===== src/rtl/instr_fetch_ctrl_pkg.sv =====
// Shared widths, types and encodings for the instruction fetch sequencer.
package instr_fetch_ctrl_pkg;

    localparam int PC_W    = 8;
    localparam int INSTR_W = 9;

    typedef logic [PC_W-1:0]    pc_t;
    typedef logic [INSTR_W-1:0] instr_t;

    localparam instr_t HALT_INSTR = 9'h1FF;

    typedef enum logic [1:0] {
        IDLE   = 2'd0,
        FETCH  = 2'd1,
        HALTED = 2'd2
    } fetch_state_t;

endpackage


===== src/rtl/instr_fetch_ctrl_out_reg.sv =====
// One-entry valid/ready output register holding a fetched instruction and its address.
import instr_fetch_ctrl_pkg::*;

module fetch_out_reg (
    input  logic   clk,
    input  logic   reset,
    input  logic   load,
    input  logic   flush,
    input  instr_t load_instr,
    input  pc_t    load_pc,
    output instr_t instr_out,
    output pc_t    pc_out,
    output logic   instr_valid
);

    // flush only drops valid; the stale data is harmless once valid is low
    always_ff @(posedge clk) begin
        if (reset) begin
            instr_out   <= '0;
            pc_out      <= '0;
            instr_valid <= 1'b0;
        end else if (flush) begin
            instr_valid <= 1'b0;
        end else if (load) begin
            instr_out   <= load_instr;
            pc_out      <= load_pc;
            instr_valid <= 1'b1;
        end
    end

endmodule


===== src/rtl/instr_fetch_ctrl.sv =====
// Fetch sequencer: owns the PC, drives the combinational imem read, and hands
// instructions to decode through a one-entry valid/ready register.
//
// state  | meaning
// IDLE   | waiting for start, output register empty
// FETCH  | fetching one word per free output slot, branches redirect the PC
// HALTED | HALT word loaded; waits for it to be handed off, then raises done
import instr_fetch_ctrl_pkg::*;

module instr_fetch_ctrl #(
    parameter int CNT_W = 16
) (
    input  logic             clk,
    input  logic             reset,
    input  logic             start,
    input  pc_t              start_addr,
    output pc_t              imem_addr,
    input  instr_t           imem_instr,
    output instr_t           instr_out,
    output pc_t              pc_out,
    output logic             instr_valid,
    input  logic             instr_ready,
    input  logic             branch_taken,
    input  logic             branch_abs,
    input  pc_t              branch_off,
    output logic             busy,
    output logic             done,
    output logic [CNT_W-1:0] instr_count
);

    fetch_state_t state;
    pc_t          pc;
    logic         hs;
    logic         load_ok;
    logic         redirect;
    logic         load;
    logic         flush;
    pc_t          branch_target;

    assign imem_addr     = pc;
    assign busy          = (state == FETCH);
    assign hs            = instr_valid & instr_ready;
    assign load_ok       = !instr_valid | hs;
    assign redirect      = (state == FETCH) & !start & hs & branch_taken;
    assign branch_target = branch_abs ? branch_off : pc_t'(pc_out + branch_off);

    // start flushes from any state; in IDLE the register is already empty
    assign flush = start | redirect | ((state == HALTED) & hs);
    assign load  = (state == FETCH) & !start & !redirect & load_ok;

    always_ff @(posedge clk) begin
        if (reset) begin
            state       <= IDLE;
            pc          <= '0;
            done        <= 1'b0;
            instr_count <= '0;
        end else begin
            if (hs && (instr_count != {CNT_W{1'b1}}))
                instr_count <= instr_count + 1'b1;

            if (start) begin
                pc          <= start_addr;
                instr_count <= '0;
                done        <= 1'b0;
                state       <= FETCH;
            end else begin
                case (state)
                    FETCH: begin
                        if (redirect) begin
                            pc <= branch_target;
                        end else if (load_ok) begin
                            if (imem_instr == HALT_INSTR)
                                state <= HALTED;
                            else
                                pc <= pc + 1'b1;
                        end
                    end
                    HALTED: begin
                        if (hs)
                            done <= 1'b1;
                    end
                    IDLE: ;
                    default: state <= IDLE;
                endcase
            end
        end
    end

    fetch_out_reg u_out_reg (
        .clk         (clk),
        .reset       (reset),
        .load        (load),
        .flush       (flush),
        .load_instr  (imem_instr),
        .load_pc     (pc),
        .instr_out   (instr_out),
        .pc_out      (pc_out),
        .instr_valid (instr_valid)
    );

endmodule


===== config.mk =====
export PLATFORM = sky130hd
export DESIGN_NAME = instr_fetch_ctrl
export DESIGN_NICKNAME = d
export VERILOG_FILES = /design/src/rtl/instr_fetch_ctrl_pkg.sv /design/src/rtl/instr_fetch_ctrl_out_reg.sv /design/src/rtl/instr_fetch_ctrl.sv
export SDC_FILE = /design/constraint.sdc
export NUM_CORES = 1
export LEC_CHECK = 0
export CAP_MARGIN = 25
export CORE_MARGIN = 3
export CORE_UTILIZATION = 45
export DETAILED_ROUTE_END_ITERATION = 7
export PLACE_DENSITY = 0.77
export SLEW_MARGIN = 10
export SYNTH_ARGS = -nofsm -noshare
export SYNTH_HDL_FRONTEND = slang
export SYNTH_SLANG_ARGS = --single-unit

===== constraint.sdc =====
create_clock -name clk -period 3.93 [get_ports clk]
set_input_delay 1.179 -clock clk [delete_from_list [all_inputs] [get_ports clk]]
set_output_delay 1.179 -clock clk [all_outputs]
set_load 0.01 [all_outputs]

Word level (Yosys, flattened, before mapping). Index checks and enable logic that the tools add are counted.

Add/sub/neg operators: 3. Equality and inequality tests: 12. Multiplexer cells: 11. Bitwise gates (word level): 12. Reductions and logical operators: 15.

Operators with widths (number): $mux W8 (6); $add A16 B1 Y16 const B (1); $ne A16 B16 Y1 const B (1); $eq A9 B9 Y1 const B (1); $add A8 B1 Y8 const B (1); $add A8 B8 Y8 (1); $reduce_and A4 Y1 (2); $and A1 B1 Y1 (7); $mux W2 (3); $ne A2 B1 Y1 const B (3); $ne A3 B2 Y1 const B (2); $ne A3 B3 Y1 const B (2); $reduce_or A2 Y1 (3); $pmux W2 S2 (1); $reduce_and A2 Y1 (2); $logic_not A1 Y1 (3); $or A1 B1 Y1 (3); $reduce_and A3 Y1 (1); $reduce_bool A3 Y1 (1); $eq A2 B1 Y1 const B (1); $eq A2 B2 Y1 const B (1); $logic_not A2 Y1 (1); $ne A2 B2 Y1 const B (1); $not A1 Y1 (2); other kinds (3) (3).

Bits in registers: 45. Input bits: 31. Output and inout port bits: 44. Word-level logic and storage cells: 61.

Logic depth before layout (Yosys ltp).
Depth after elaboration: 8. Mapped depth: 9. Gate-level depth less buffers: 9.

Cells and area by module. Synthesis repeated with hierarchy kept, for this count alone.

Cells, all modules: 314. Area, all modules: 2697.6 um^2.

Modules (own cells, without submodules): instr_fetch_ctrl (instances 1, cells each 236, area each 1849.3 um^2, sequential area each 540.5 um^2); fetch_out_reg (instances 1, cells each 78, area each 848.3 um^2, sequential area each 360.3 um^2).

Worst setup path before layout. OpenSTA, ideal clock, no wires.

Path type: input to register. Start point: input branch_off[0]. End point: register pc[4] (netlist: imem_addr[4]). Setup time: 0.132 ns. Arrival: 2.515 ns. Data required time: 3.798 ns. Setup slack: 1.283 ns. Stages on the path: 9. Path buffers: 0. Path through: ha_1 > inv_1 > fa_1 > nor2b_1 > nor3_1 > a2bb2oi_1 > a222oi_1 > a21o_1 > a21oi_1.

Word-level cells in the longest chain between the ends: 5.

Ends and longest elaborated chain: start, declared (RTL line instr_fetch_ctrl.sv:25) `input pc_t branch_off,`; $add A8 B8 Y8 (RTL line instr_fetch_ctrl.sv:45) `assign branch_target = branch_abs ? branch_off : pc_t'(pc_out + branch_off);`; $mux W8 (RTL line instr_fetch_ctrl.sv:45); $mux W8 (RTL line instr_fetch_ctrl.sv:69) `if (redirect) begin`; $mux W8 (RTL line instr_fetch_ctrl.sv:67) `case (state)`; $mux W8 (RTL line instr_fetch_ctrl.sv:61) `if (start) begin`; end signal, assigned (RTL line instr_fetch_ctrl.sv:62) `pc <= start_addr;`; end signal, assigned (RTL line instr_fetch_ctrl.sv:70) `pc <= branch_target;`; end signal, assigned (RTL line instr_fetch_ctrl.sv:75) `pc <= pc + 1'b1;`; end, declared (RTL line instr_fetch_ctrl.sv:32) `pc_t pc;`.

Every way passes these cells. The select of a mux whose other input is x is not followed. A chain may end at the register's enable or synchronous reset.

Worst setup path after layout. Ends and elaborated chain as after synthesis.

==> flow_summary.json <==
{
  "outcome": "completed",
  "diodes": 0,
  "cts_resized": 0,
  "combPwrFrac_pct": 17.8,
  "endpoint_kind": "flop",
  "clkSinkCount": 45,
  "synth-seq-cells": 45,
  "die_w_um": 80.9,
  "drive_above_1_share_pct": 6.70,
  "drt_iter0_drc": 138,
  "grt_pass1_vias": 2331,
  "muxShareOfSynthArea_pct": 7.54,
  "seq_area_um2": 901,
  "wire_per_inst_um": 14.4,
  "worst-path-max-fanout": 3,
  "finalPower_uw": 944,
  "cts_max_level": 2,
  "yosys.cell_types.count": 54,
  "sequentialPowerShare_pct": 51.7,
  "placed_cells": 435,
  "ys_seq_area_share_pct": 35.7,
  "total_leakage_power_nw": 1.26,
  "yosys_warnings": 0,
  "clkTransAtPathRegs_ns": 0.09,
  "postRouteAntennaNets": 0,
  "synth_top_family_by_area": "simple AND/OR/NAND/NOR gates",
  "power_density_nw_per_um2": 276,
  "area_growth_pct": 35.4,
  "synth-xor-area-share_pct": 7.29,
  "cts_tree": "done",
  "via_per_inst": 5.39,
  "p_switching_uw": 260,
  "slew_headroom_pct": 64.0,
  "finalCritPeriodShare_pct": 76.7,
  "drv_cap": 0,
  "synth-edff-count": 0,
  "yosysTopAreaCell": "dfxtp_1",
  "synth_area_um2": 2520,
  "ios": 75,
  "syn_nets": 340,
  "hold_path_class": "reg -> reg",
  "setup-tns-final_ns": 0,
  "tightest_slew_ns": 0.539,
  "post-cts-setup-buffer-count": 0,
  "dp_hpwl_mm": 4.86,
  "finish.instance_area_um2": 3410,
  "finalWirelength_mm": 6.40,
  "die_area_um2": 6540,
  "start_util_pct": 47.9,
  "hold_buffers": 0,
  "final_cell_mix": "74 x clkdlybuf4s50_1, 51 x nor2_1, 45 x dfxtp_1",
  "cts_made_buffers": 5,
  "clk_latency_ns": 0.30,
  "peakVddDrop_mv": 0.190,
  "portBuffers": 74,
  "clock.fmax_mhz": 332,
  "clock_path_buffers": 2,
  "synth.area.top_cells": "dfxtp_1 36%, nor2_1 7.6%, mux2i_1 7.5%",
  "p_int_uw": 684,
  "grt_max_degree": 23,
  "dieHeight_um": 80.9,
  "rsz0062_at_grt": "no",
  "slew_violations": 0,
  "arrival_ns": 3.21,
  "drc": 0,
  "synth_compound_area_share_pct": 15.0,
  "synth_ff_type": "dfxtp_1",
  "cts_root_buf": "clkbuf_8",
  "mostFrequentLayoutCell": "clkdlybuf4s50_1",
  "grt_usage_pct": 21.0,
  "n_fill_cell": 483,
  "nNetsFinal": 413,
  "setup.worst_path.class": "in -> reg",
  "netlist.area_leader.share_pct": 35.7,
  "fin_skew_ns": 0.00440,
  "rows": 26,
  "grt_antenna_before_repair": 0,
  "grt_pass1_wl_mm": 10.8,
  "syn_inst": 299,
  "vias": 2386,
  "hold_violations": 0,
  "drtPass1Iterations": 5,
  "synthSimpleGateAreaFrac_pct": 25.5,
  "multi_input_area_um2": 1540,
  "finalSetupViolations": 0,
  "final_cells": 443,
  "place_congestion": 0.852,
  "start_kind": "primary input",
  "synth_fa_ha_area_share_pct": 5.26,
  "synthArstFlopShare_pct": 0,
  "avgSynthCellArea_um2": 8.44,
  "swShare_pct": 27.5,
  "dpl-instance-area_um2": 3330,
  "whs_ns": 0.505,
  "core-area_um2": 5270,
  "clockPowerShare_pct": 30.5,
  "crit_required_ns": 4.12,
  "period_minus_slack_ns": 3.01,
  "gr-total-overflow": 0
}
[final timing paths]
| path | cells past startpoint | slack, ns | start | endpoint |
|---|---|---|---|---|
| worst max-delay path | 10 | 0.92 | branch_off[0] | imem_addr[4] |
| worst min-delay path | 2 | 0.51 | u_out_reg.instr_out[8] | u_out_reg.instr_out[8] |
| worst max register to register | 9 | 1.90 | u_out_reg.pc_out[0] | imem_addr[4] |
| worst min register to register | 2 | 0.51 | u_out_reg.instr_out[8] | u_out_reg.instr_out[8] |
[logic make-up (layout without fill, tap and decap cells)]
logic type / count (synthesis) / after routing
xor+xnor: 21 / 21
compound gates: 54 / 54
simple gates: 130 / 130
buf+inv: 20 / 94
fa+ha+maj: 10 / 10
mux: 19 / 19
flops: 45 / 45
[flip-flops by register name, indices dropped and copies added (netlist names)]
signal,flops
instr_count,16
u_out_reg.instr_out,9
imem_addr,8
u_out_reg.pc_out,8
state,2
done,1
u_out_reg.instr_valid,1
[through the flow]
step | setup slack (ns) | utilization [%]
floorplan | 1.28 | -
global placement | 0.702 | 63.2
detailed placement | 0.630 | 63.2
CTS | 0.952 | 64.8
global route | 0.809 | 64.8
finish | 0.916 | 64.8
[critical path: stages]
cell             delay (ns)
clkdlybuf4s50_1        0.49
ha_1                   0.20
inv_1                  0.06
fa_1                   0.38
nor2b_1                0.22
nor3_1                 0.09
a2bb2oi_1              0.15
a222oi_1               0.22
a21o_1                 0.16
a21oi_1                0.06
[power by group through the flow]
stage / sequential [mW] / combinational, mW / clock, mW
finish: 0.488 / 0.168 / 0.287
detailed placement: 0.499 / 0.168 / 0
floorplan: 0.499 / 0.0843 / 0
CTS: 0.488 / 0.169 / 0.292
global placement: 0.498 / 0.165 / 0
global route: 0.491 / 0.185 / 0.309
[cell type report]
| cell class | count | area share (%) |
|---|---|---|
| Sequential cell | 45 | 26.4 |
| Inverter | 7 | 0.770 |
| Clock buffer | 5 | 2.02 |
| Timing Repair Buffer | 79 | 22.8 |
| Tap cell | 70 | 2.57 |
| Clock inverter | 3 | 0.513 |
| Multi-Input combinational cell | 234 | 45.0 |
[Yosys cell counts, drive strengths merged (2+ instances only)]
cell	number
o211ai	3
mux2i	19
nor2b	4
and3	4
o21ai	9
xor2	13
ha	9
buf	5
a311oi	2
dfxtp	45
nor3	13
clkbuf	8
or2	3
a211oi	9
and2	3
nand4	6
a2bb2oi	2
a31oi	2
xnor2	8
nand3	12
a21o	3
a32oi	2
nand2b	6
nand3b	2
a21oi	11
o21bai	3
inv	7
nand2	21
nor2	51
[routing by layer]
layer / wire length [um] / global-route usage, % / part of all wire, % / up-vias
met1: 2980 / 28.5 / 47 / 1111
met3: 387 / 3.88 / 6.0 / 5
li1: - / - / - / 1204
met2: 2950 / 33.7 / 46 / 66
met4: 74 / 6.59 / 1.2 / 0
met5: 0 / 0 / 0 / -
No activity file was read; power rests on OpenSTA's default activity.
